[config.mk]
export PLATFORM = sky130hd
export DESIGN_NAME = alu_mdu
export DESIGN_NICKNAME = d
export VERILOG_FILES = /design/src/rtl/alu_pkg.sv /design/src/rtl/mdu_iter.sv /design/src/rtl/alu_mdu.sv
export SDC_FILE = /design/constraint.sdc
export NUM_CORES = 1
export LEC_CHECK = 0
export ABC_AREA = 1
export CAP_MARGIN = 40
export CORE_UTILIZATION = 66
export CTS_CLUSTER_DIAMETER = 80
export DETAILED_ROUTE_END_ITERATION = 10
export GPL_TIMING_DRIVEN = 0
export PLACE_DENSITY = 0.92
export SYNTH_ARGS = -nofsm -noshare
export SYNTH_HDL_FRONTEND = slang
export SYNTH_SLANG_ARGS = --single-unit
[constraint.sdc]
create_clock -name clk -period 4.7 [get_ports clk]
set_clock_uncertainty 0.05 [all_clocks]
set_input_delay 0.47 -clock clk [delete_from_list [all_inputs] [get_ports clk]]
set_output_delay 0.47 -clock clk [all_outputs]
set_load 0.01 [all_outputs]
[src/rtl/alu_pkg.sv]
// rtl/alu_pkg.sv - shared opcodes and MDU state type for the alu_mdu execute stage
// Contents: ALU opcode codes, md_op codes, MDU FSM state enum. No ports.
package alu_pkg;

  localparam logic [3:0] ALU_ADD  = 4'b0000;
  localparam logic [3:0] ALU_ADDU = 4'b0001;
  localparam logic [3:0] ALU_SUB  = 4'b0010;
  localparam logic [3:0] ALU_SUBU = 4'b0011;
  localparam logic [3:0] ALU_SLL  = 4'b0100;
  localparam logic [3:0] ALU_SRL  = 4'b0101;
  localparam logic [3:0] ALU_SRA  = 4'b0110;
  localparam logic [3:0] ALU_AND  = 4'b0111;
  localparam logic [3:0] ALU_OR   = 4'b1000;
  localparam logic [3:0] ALU_XOR  = 4'b1001;
  localparam logic [3:0] ALU_NOR  = 4'b1010;
  localparam logic [3:0] ALU_SLT  = 4'b1011;
  localparam logic [3:0] ALU_SLTU = 4'b1100;

  localparam logic [2:0] MD_MULTU = 3'b000;
  localparam logic [2:0] MD_MULT  = 3'b001;
  localparam logic [2:0] MD_DIVU  = 3'b010;
  localparam logic [2:0] MD_DIV   = 3'b011;
  localparam logic [2:0] MD_MTHI  = 3'b100;
  localparam logic [2:0] MD_MTLO  = 3'b101;

  typedef enum logic {MD_IDLE = 1'b0, MD_RUN = 1'b1} md_state_e;

endpackage

[src/rtl/mdu_iter.sv]
// rtl/mdu_iter.sv - iterative multiply/divide unit with HI/LO registers
// Ports: clk, reset (sync, active-high); start_i/op_i launch an op with operands a_i/b_i;
//        busy_o high while iterating; done_o one-cycle pulse when mult/div updates hi_o/lo_o.
// Build option: ALU_MDU_SIGNED_EN enables signed mult/div (op 001/011); otherwise they run unsigned.
module mdu_iter
  import alu_pkg::*;
#(
  parameter int WIDTH = 32
) (
  input  logic             clk,
  input  logic             reset,
  input  logic             start_i,
  input  logic [2:0]       op_i,
  input  logic [WIDTH-1:0] a_i,
  input  logic [WIDTH-1:0] b_i,
  output logic             busy_o,
  output logic             done_o,
  output logic [WIDTH-1:0] hi_o,
  output logic [WIDTH-1:0] lo_o
);

  localparam int CNT_W = $clog2(WIDTH);

  md_state_e        state_q, state_d;
  logic [CNT_W-1:0] cnt_q;
  logic [WIDTH-1:0] acc_q;    // running product high half / partial remainder
  logic [WIDTH-1:0] shr_q;    // multiplier bits shifting out / dividend in, quotient out
  logic [WIDTH-1:0] dvs_q;    // multiplicand or divisor magnitude
  logic [WIDTH-1:0] a_raw_q;  // unmodified A, returned as remainder on divide by zero
  logic [WIDTH-1:0] hi_q, lo_q;
  logic             is_div_q, bzero_q, done_q;
  logic             last_step;

  assign last_step = (state_q == MD_RUN) && (cnt_q == CNT_W'(WIDTH - 1));

  // Operand magnitudes: the iteration always works on unsigned values.
  logic [WIDTH-1:0] a_mag, b_mag;
`ifdef ALU_MDU_SIGNED_EN
  logic signed_op, a_neg, b_neg, neg_q, rneg_q;
  always_comb begin
    signed_op = (op_i == MD_MULT) || (op_i == MD_DIV);
    a_neg     = signed_op && a_i[WIDTH-1];
    b_neg     = signed_op && b_i[WIDTH-1];
    a_mag     = a_neg ? -a_i : a_i;
    b_mag     = b_neg ? -b_i : b_i;
  end
`else
  assign a_mag = a_i;
  assign b_mag = b_i;
`endif

  // One shift-add (multiply) or restoring (divide) step.
  logic [WIDTH:0]   mul_sum, div_shift;
  logic [WIDTH+1:0] div_trial;
  logic [WIDTH-1:0] step_acc, step_shr;
  logic             div_ok;
  always_comb begin
    mul_sum   = {1'b0, acc_q} + (shr_q[0] ? {1'b0, dvs_q} : '0);
    div_shift = {acc_q, shr_q[WIDTH-1]};
    div_trial = {1'b0, div_shift} - {2'b00, dvs_q};
    div_ok    = ~div_trial[WIDTH+1];
    if (is_div_q) begin
      step_acc = div_ok ? div_trial[WIDTH-1:0] : div_shift[WIDTH-1:0];
      step_shr = {shr_q[WIDTH-2:0], div_ok};
    end else begin
      step_acc = mul_sum[WIDTH:1];
      step_shr = {mul_sum[0], shr_q[WIDTH-1:1]};
    end
  end

  // Final-step result, with sign fix folded into the same cycle.
  logic [WIDTH-1:0] res_hi, res_lo;
  always_comb begin
    res_hi = step_acc;
    res_lo = step_shr;
`ifdef ALU_MDU_SIGNED_EN
    if (!is_div_q && neg_q) begin
      {res_hi, res_lo} = -{step_acc, step_shr};
    end else if (is_div_q) begin
      if (neg_q)  res_lo = -step_shr;
      if (rneg_q) res_hi = -step_acc;
    end
`endif
    if (is_div_q && bzero_q) begin
      res_hi = a_raw_q;
      res_lo = '1;
    end
  end

  // FSM: state register
  always_ff @(posedge clk) begin
    if (reset) state_q <= MD_IDLE;
    else       state_q <= state_d;
  end

  // FSM: next state
  always_comb begin
    state_d = state_q;
    case (state_q)
      MD_IDLE: if (start_i && !op_i[2]) state_d = MD_RUN;
      MD_RUN:  if (last_step)           state_d = MD_IDLE;
      default: state_d = MD_IDLE;
    endcase
  end

  // FSM: outputs
  always_comb begin
    busy_o = (state_q == MD_RUN);
    done_o = done_q;
  end

  assign hi_o = hi_q;
  assign lo_o = lo_q;

  always_ff @(posedge clk) begin
    if (reset) begin
      cnt_q    <= '0;
      acc_q    <= '0;
      shr_q    <= '0;
      dvs_q    <= '0;
      a_raw_q  <= '0;
      hi_q     <= '0;
      lo_q     <= '0;
      is_div_q <= 1'b0;
      bzero_q  <= 1'b0;
      done_q   <= 1'b0;
`ifdef ALU_MDU_SIGNED_EN
      neg_q    <= 1'b0;
      rneg_q   <= 1'b0;
`endif
    end else begin
      done_q <= 1'b0;
      if (state_q == MD_IDLE) begin
        // Starts are only honoured in IDLE; a start during RUN is dropped.
        if (start_i) begin
          case (op_i)
            MD_MTHI: hi_q <= a_i;
            MD_MTLO: lo_q <= a_i;
            default: begin
              if (!op_i[2]) begin
                cnt_q    <= '0;
                acc_q    <= '0;
                shr_q    <= op_i[1] ? a_mag : b_mag;
                dvs_q    <= op_i[1] ? b_mag : a_mag;
                a_raw_q  <= a_i;
                is_div_q <= op_i[1];
                bzero_q  <= (b_i == '0);
`ifdef ALU_MDU_SIGNED_EN
                neg_q    <= a_neg ^ b_neg;
                rneg_q   <= a_neg;
`endif
              end
            end
          endcase
        end
      end else begin
        acc_q <= step_acc;
        shr_q <= step_shr;
        cnt_q <= cnt_q + 1'b1;
        if (last_step) begin
          hi_q   <= res_hi;
          lo_q   <= res_lo;
          done_q <= 1'b1;
        end
      end
    end
  end

endmodule

[src/rtl/alu_mdu.sv]
// rtl/alu_mdu.sv - MIPS execute-stage ALU plus iterative multiply/divide unit
// Ports: clk, reset (sync, active-high); A, B, Op -> C, Over (combinational ALU);
//        md_start, md_op -> md_busy, md_done, hi, lo (multi-cycle MDU).
// Build option: ALU_MDU_SIGNED_EN enables signed mult/div inside mdu_iter.
module alu_mdu
  import alu_pkg::*;
#(
  parameter int WIDTH   = 32,
  parameter int SHAMT_W = $clog2(WIDTH)
) (
  input  logic             clk,
  input  logic             reset,
  input  logic [WIDTH-1:0] A,
  input  logic [WIDTH-1:0] B,
  input  logic [3:0]       Op,
  output logic [WIDTH-1:0] C,
  output logic             Over,
  input  logic             md_start,
  input  logic [2:0]       md_op,
  output logic             md_busy,
  output logic             md_done,
  output logic [WIDTH-1:0] hi,
  output logic [WIDTH-1:0] lo
);

  logic [SHAMT_W-1:0] shamt;
  logic [WIDTH-1:0]   sum, diff;

  assign shamt = A[SHAMT_W-1:0];
  assign sum   = A + B;
  assign diff  = A - B;

  always_comb begin
    C    = '0;
    Over = 1'b0;
    case (Op)
      ALU_ADD: begin
        C    = sum;
        Over = (A[WIDTH-1] == B[WIDTH-1]) && (sum[WIDTH-1] != A[WIDTH-1]);
      end
      ALU_ADDU: C = sum;
      ALU_SUB: begin
        C    = diff;
        Over = (A[WIDTH-1] != B[WIDTH-1]) && (diff[WIDTH-1] != A[WIDTH-1]);
      end
      ALU_SUBU: C = diff;
      ALU_SLL:  C = B << shamt;
      ALU_SRL:  C = B >> shamt;
      ALU_SRA:  C = WIDTH'($signed(B) >>> shamt);
      ALU_AND:  C = A & B;
      ALU_OR:   C = A | B;
      ALU_XOR:  C = A ^ B;
      ALU_NOR:  C = ~(A | B);
      ALU_SLT:  C = {{(WIDTH-1){1'b0}}, ($signed(A) < $signed(B))};
      ALU_SLTU: C = {{(WIDTH-1){1'b0}}, (A < B)};
      default:  C = '0;
    endcase
  end

  mdu_iter #(.WIDTH(WIDTH)) u_mdu (
    .clk     (clk),
    .reset   (reset),
    .start_i (md_start),
    .op_i    (md_op),
    .a_i     (A),
    .b_i     (B),
    .busy_o  (md_busy),
    .done_o  (md_done),
    .hi_o    (hi),
    .lo_o    (lo)
  );

endmodule

==> results_dict.tcl, run 1 <==
set metrics [dict create \
    yosysWarnings 0 \
    stop_stage "global routing (5_1_grt)" \
    numCtsBuffers 22 \
    synthDistinctLibCells 56 \
    grt_usage_pct 65.6 \
    initial_core_util_pct 67.2 \
    netlist_area_um2 23200 \
    dpl_cell_area_um2 25500 \
    synth_top_cell_by_area "nand2_1" \
    synthTopCellsByCount "nand2_1, inv_1, o21ai_0, a21oi_1, nor2_1" \
    synth_top_cell_area_share_pct 17.4 \
    async_flop_share_pct 0 \
    cts_buffer_depth 3 \
    syn_nets 4356 \
    place.gp.congestion 1.40 \
    grt_pass1_wl_um 179000 \
    synthTopCellsByArea "nand2_1, dfxtp_1, o21ai_0, inv_1, ha_1" \
    htree_levels 1 \
    error "[ERROR GRT-0116] Global routing finished with congestion. Check the congestion regions in the DRC Viewer." \
    postSynthCellCount 4110 \
    ys_ff_latch 201 \
    grt_max_degree 14 \
    ys_seq_area_share_pct 17.3 \
    hpwlAfterDp_um 89700 \
    status "aborted with a tool error" \
    clkSinkCount 201 \
    synth_most_common_cell "nand2_1" \
    io-pin-count 173 \
    die_y_um 190 \
    die_w_um 190 \
    overflow 8 \
    portBuffers 170 \
    cts-root-buf "clkbuf_16" \
    fp-row-count 68 \
    synth_flop_cell "dfxtp_1" \
    synth-edff-count 0 \
    cts_hold_buf 0 \
    grt_pass1_vias 30400 \
    syn_avg_cell_area_um2 5.65 \
]
[cell families after synthesis]
| group | Yosys count | share of synthesized area [%] |
|---|---|---|
| buf+inv | 814 | 13.5 |
| simple gates | 1814 | 32.5 |
| flops | 201 | 17.3 |
| xor+xnor | 22 | 0.830 |
| compound gates | 1076 | 25.9 |
| mux | 11 | 0.474 |
| fa+ha+maj | 172 | 9.40 |
[metrics by stage]
step / util, % / cells / hold WS, ns / setup WS, ns
CTS: 75.9 / 4774 / 0.405 / 0.0471
detailed placement: 73.8 / 4737 / 0.397 / -0.731
global placement: 73.8 / 4735 / 0.390 / -0.712
floorplan: - / 4110 / 0.380 / 1.40
[per-layer routing]
metal  global-route usage (%)  overflow
met5                     13.0         0
met3                     45.7         1
met2                     83.9         3
met4                     62.1         4
met1                     68.7         0
[repair_timing]
action	4_1_cts
setup buffers	1
endpoints found under the setup margin	31
gates resized for setup	18
hold endpoints to repair	0
==> run 2, diff against run 1 <==
Settings changed: CORE_UTILIZATION 66 to 40, CTS_CLUSTER_DIAMETER 80 to unset, PLACE_DENSITY 0.92 to unset, PLACE_DENSITY_LB_ADDON set to 0.15.
==> results_dict.tcl, run 2 <==
set metrics [dict create \
    status "complete, but fails checks" \
    violations "setup timing" \
    synthTopCellsByArea "nand2_1, dfxtp_1, o21ai_0, inv_1, ha_1" \
    busiest_layer "met2" \
    final_core_util_pct 47.6 \
    maxSlewHeadroom_pct 31.1 \
    num_vias 30900 \
    ys_ff_latch 201 \
    crit_buf_inv 5 \
    critPathTopFamily "buffers and inverters" \
    critPathMaxStageDelay_ns 0.59 \
    path_max_fanout 10 \
    hp-class "flop to flop" \
    cpMaxStageDelayCell "a21oi_1" \
    cts_buffer_depth 3 \
    finalCritPeriodShare_pct 104 \
    clkLatencyLatePin_ns 0.56 \
    place.gp.congestion 1.11 \
    overflow 0 \
    power_mw 6.35 \
    die_area_um2 59000 \
    p_leak_nw 12.8 \
    crit_arrival_ns 4.35 \
    ys_seq_area_share_pct 17.3 \
    num-fill-cells 6455 \
    path_class "input port to output pin" \
    synth_most_common_cell "nand2_1" \
    fp-row-count 87 \
    cts_tree "built" \
    first_pass_iters 6 \
    final_cell_mix "nand2_1, inv_1, o21ai_0" \
    finalCriticalPeriod_ns 4.87 \
    setup_viol 6 \
    antenna_left 0 \
    path_clk_slew_ns 0.06 \
    finalHoldViolCount 0 \
    seqCellArea_um2 4020 \
    drtIter0Drc 4337 \
    numCtsBuffers 22 \
    setup_tns_ns -0.527 \
    p_seq_share_pct 29.0 \
    synth_flop_cell "dfxtp_1" \
    cp-end-kind "output pin" \
    clkSinkCount 201 \
    multi_input_comb_area_um2 16300 \
    drive_above_1_share_pct 4.84 \
    grt_usage_pct 47.5 \
    powerDensity_nw_per_um2 235 \
    synth_top_cell_by_area "nand2_1" \
    async_flop_share_pct 0 \
    peakVddDrop_mv 0.232 \
    syn_to_final_growth_pct 16.6 \
    pre_cts_ws_ns -1.28 \
    die_y_um 243 \
    critPathLaunchType "input port" \
    p_comb_share_pct 42.4 \
    initial_core_util_pct 40.9 \
    grt_pass1_vias 29000 \
    wl_um 144000 \
    vias_per_cell 6.06 \
    clkPwrFrac_pct 28.6 \
    final_common_cell "nand2_1" \
    synth-edff-count 0 \
    grtUsageMet2_pct 73.8 \
    netlist_area_um2 23200 \
    required_ns 4.18 \
    hpwlAfterDp_um 118000 \
    use_met3_pct 8.06 \
    postSynthCellCount 4110 \
    yosysWarnings 0 \
    max_freq_mhz 205 \
    io-pin-count 173 \
    syn_avg_cell_area_um2 5.65 \
    grt_max_degree 15 \
    post_drt_wl_per_cell_um 28.3 \
    setup_slack_ns -0.172 \
    coreArea_um2 56800 \
    syn_nets 4356 \
    portBuffers 170 \
    synth_top_cell_area_share_pct 17.4 \
    grt_pass1_wl_um 204000 \
    grt_antenna_before_repair 1 \
    die_w_um 243 \
    htree_levels 1 \
    drv_slew 0 \
    internal_power_mw 3.58 \
    worstPathCellList "clkdlybuf4s50_1 > nor2_1 > inv_1 > nor2_1 > inv_1 > buf_2 > o22ai_1 > a221oi_2 > nand3_1 > a21oi_1 > nand3_1 > clkdlybuf4s50_1" \
    cts-root-buf "clkbuf_16" \
    p_sw_mw 2.77 \
    drc 0 \
    synthDistinctLibCells 56 \
    final_nets 4569 \
    synthTopCellsByCount "nand2_1, inv_1, o21ai_0, a21oi_1, nor2_1" \
    cts_hold_buf 0 \
    switching_share_pct 43.7 \
    use_met1_pct 56.0 \
    tightest_slew_ns 1.03 \
    maxCapViolCount 0 \
]
## run 2: per-layer routing
metal | up-vias | share of wire, %
li1 | 14000 | -
met1 | 14100 | 36
met2 | 2183 | 42
met3 | 626 | 10
met4 | 0 | 11
met5 | - | 0
## run 2: cell type report
type,count,area share (%)
Inverter,613,8.56
Buffer,196,3.23
Clock inverter,9,0.453
Clock buffer,31,2.27
Multi-Input combinational cell,3095,60.2
Sequential cell,201,14.9
Tap cell,756,3.50
Timing Repair Buffer,194,6.91
Antenna cell,3,0.0277
## run 2: cells by family (layout without fill, tap and decap cells)
logic type      Yosys count  count (layout)  share of synthesized area, %
xor+xnor                 22              22                         0.830
compound gates         1076            1076                          25.9
other cells               0               3                             0
fa+ha+maj               172             172                          9.40
flops                   201             201                          17.3
mux                      11              11                         0.474
simple gates           1814            1814                          32.5
buf+inv                 814            1043                          13.5
## run 2: stage by stage
step,cells,cell area [um2],hold slack (ns)
global placement,5036,25900,0.392
floorplan,4110,23200,0.380
detailed placement,5051,26000,0.401
CTS,5090,26900,0.410
finish,5098,27100,0.410
global route,5095,27100,0.434
## run 2: path summary, 6_finish.rpt
kind | cells past startpoint | start | endpoint | slack [ns]
min reg2reg | 2 | u_mdu.a_raw_q[28] | u_mdu.a_raw_q[28] | 0.41
min | 2 | u_mdu.a_raw_q[28] | u_mdu.a_raw_q[28] | 0.41
max | 12 | Op[1] | C[24] | -0.17
max reg2reg | 22 | u_mdu.shr_q[0] | u_mdu.hi_o[25] | 0.51
## run 2: worst reg2reg max path, cell delays in order, from the launching register on
cell and delay (ns):
dfxtp_1 0.30, clkbuf_1 0.45, clkbuf_1 0.40, nand2_1 0.10, inv_1 0.07, ha_1 0.29
inv_1 0.09, fa_1 0.42, inv_1 0.16, nand3_1 0.09, nand2_1 0.17, nand2_1 0.07
nand2_1 0.20, nand2_1 0.12, nand2_1 0.16, nand3b_1 0.23, nand2_1 0.13, nand2_1 0.05
nand3_1 0.09, nand3_1 0.18, nand2_1 0.12, nand2_1 0.09, a21oi_1 0.12
## run 2: what timing repair did
item,in CTS,in global routing
buffers inserted,1,7
setup endpoints to repair,32,22
pin swaps,0,1
resized for setup,107,77
## run 2: power groups by stage
| stage | Combinational [mW] | Sequential [mW] | Clock, mW |
|---|---|---|---|
| after floorplan | 1.40 | 1.86 | 0 |
| after global placement | 2.52 | 1.87 | 0 |
| after detailed placement | 2.51 | 1.87 | 0 |
| after CTS | 2.54 | 1.84 | 1.80 |
| after global routing | 2.82 | 1.85 | 1.87 |
| final | 2.70 | 1.84 | 1.81 |
Note: power is estimated with default switching activity, not from simulation.
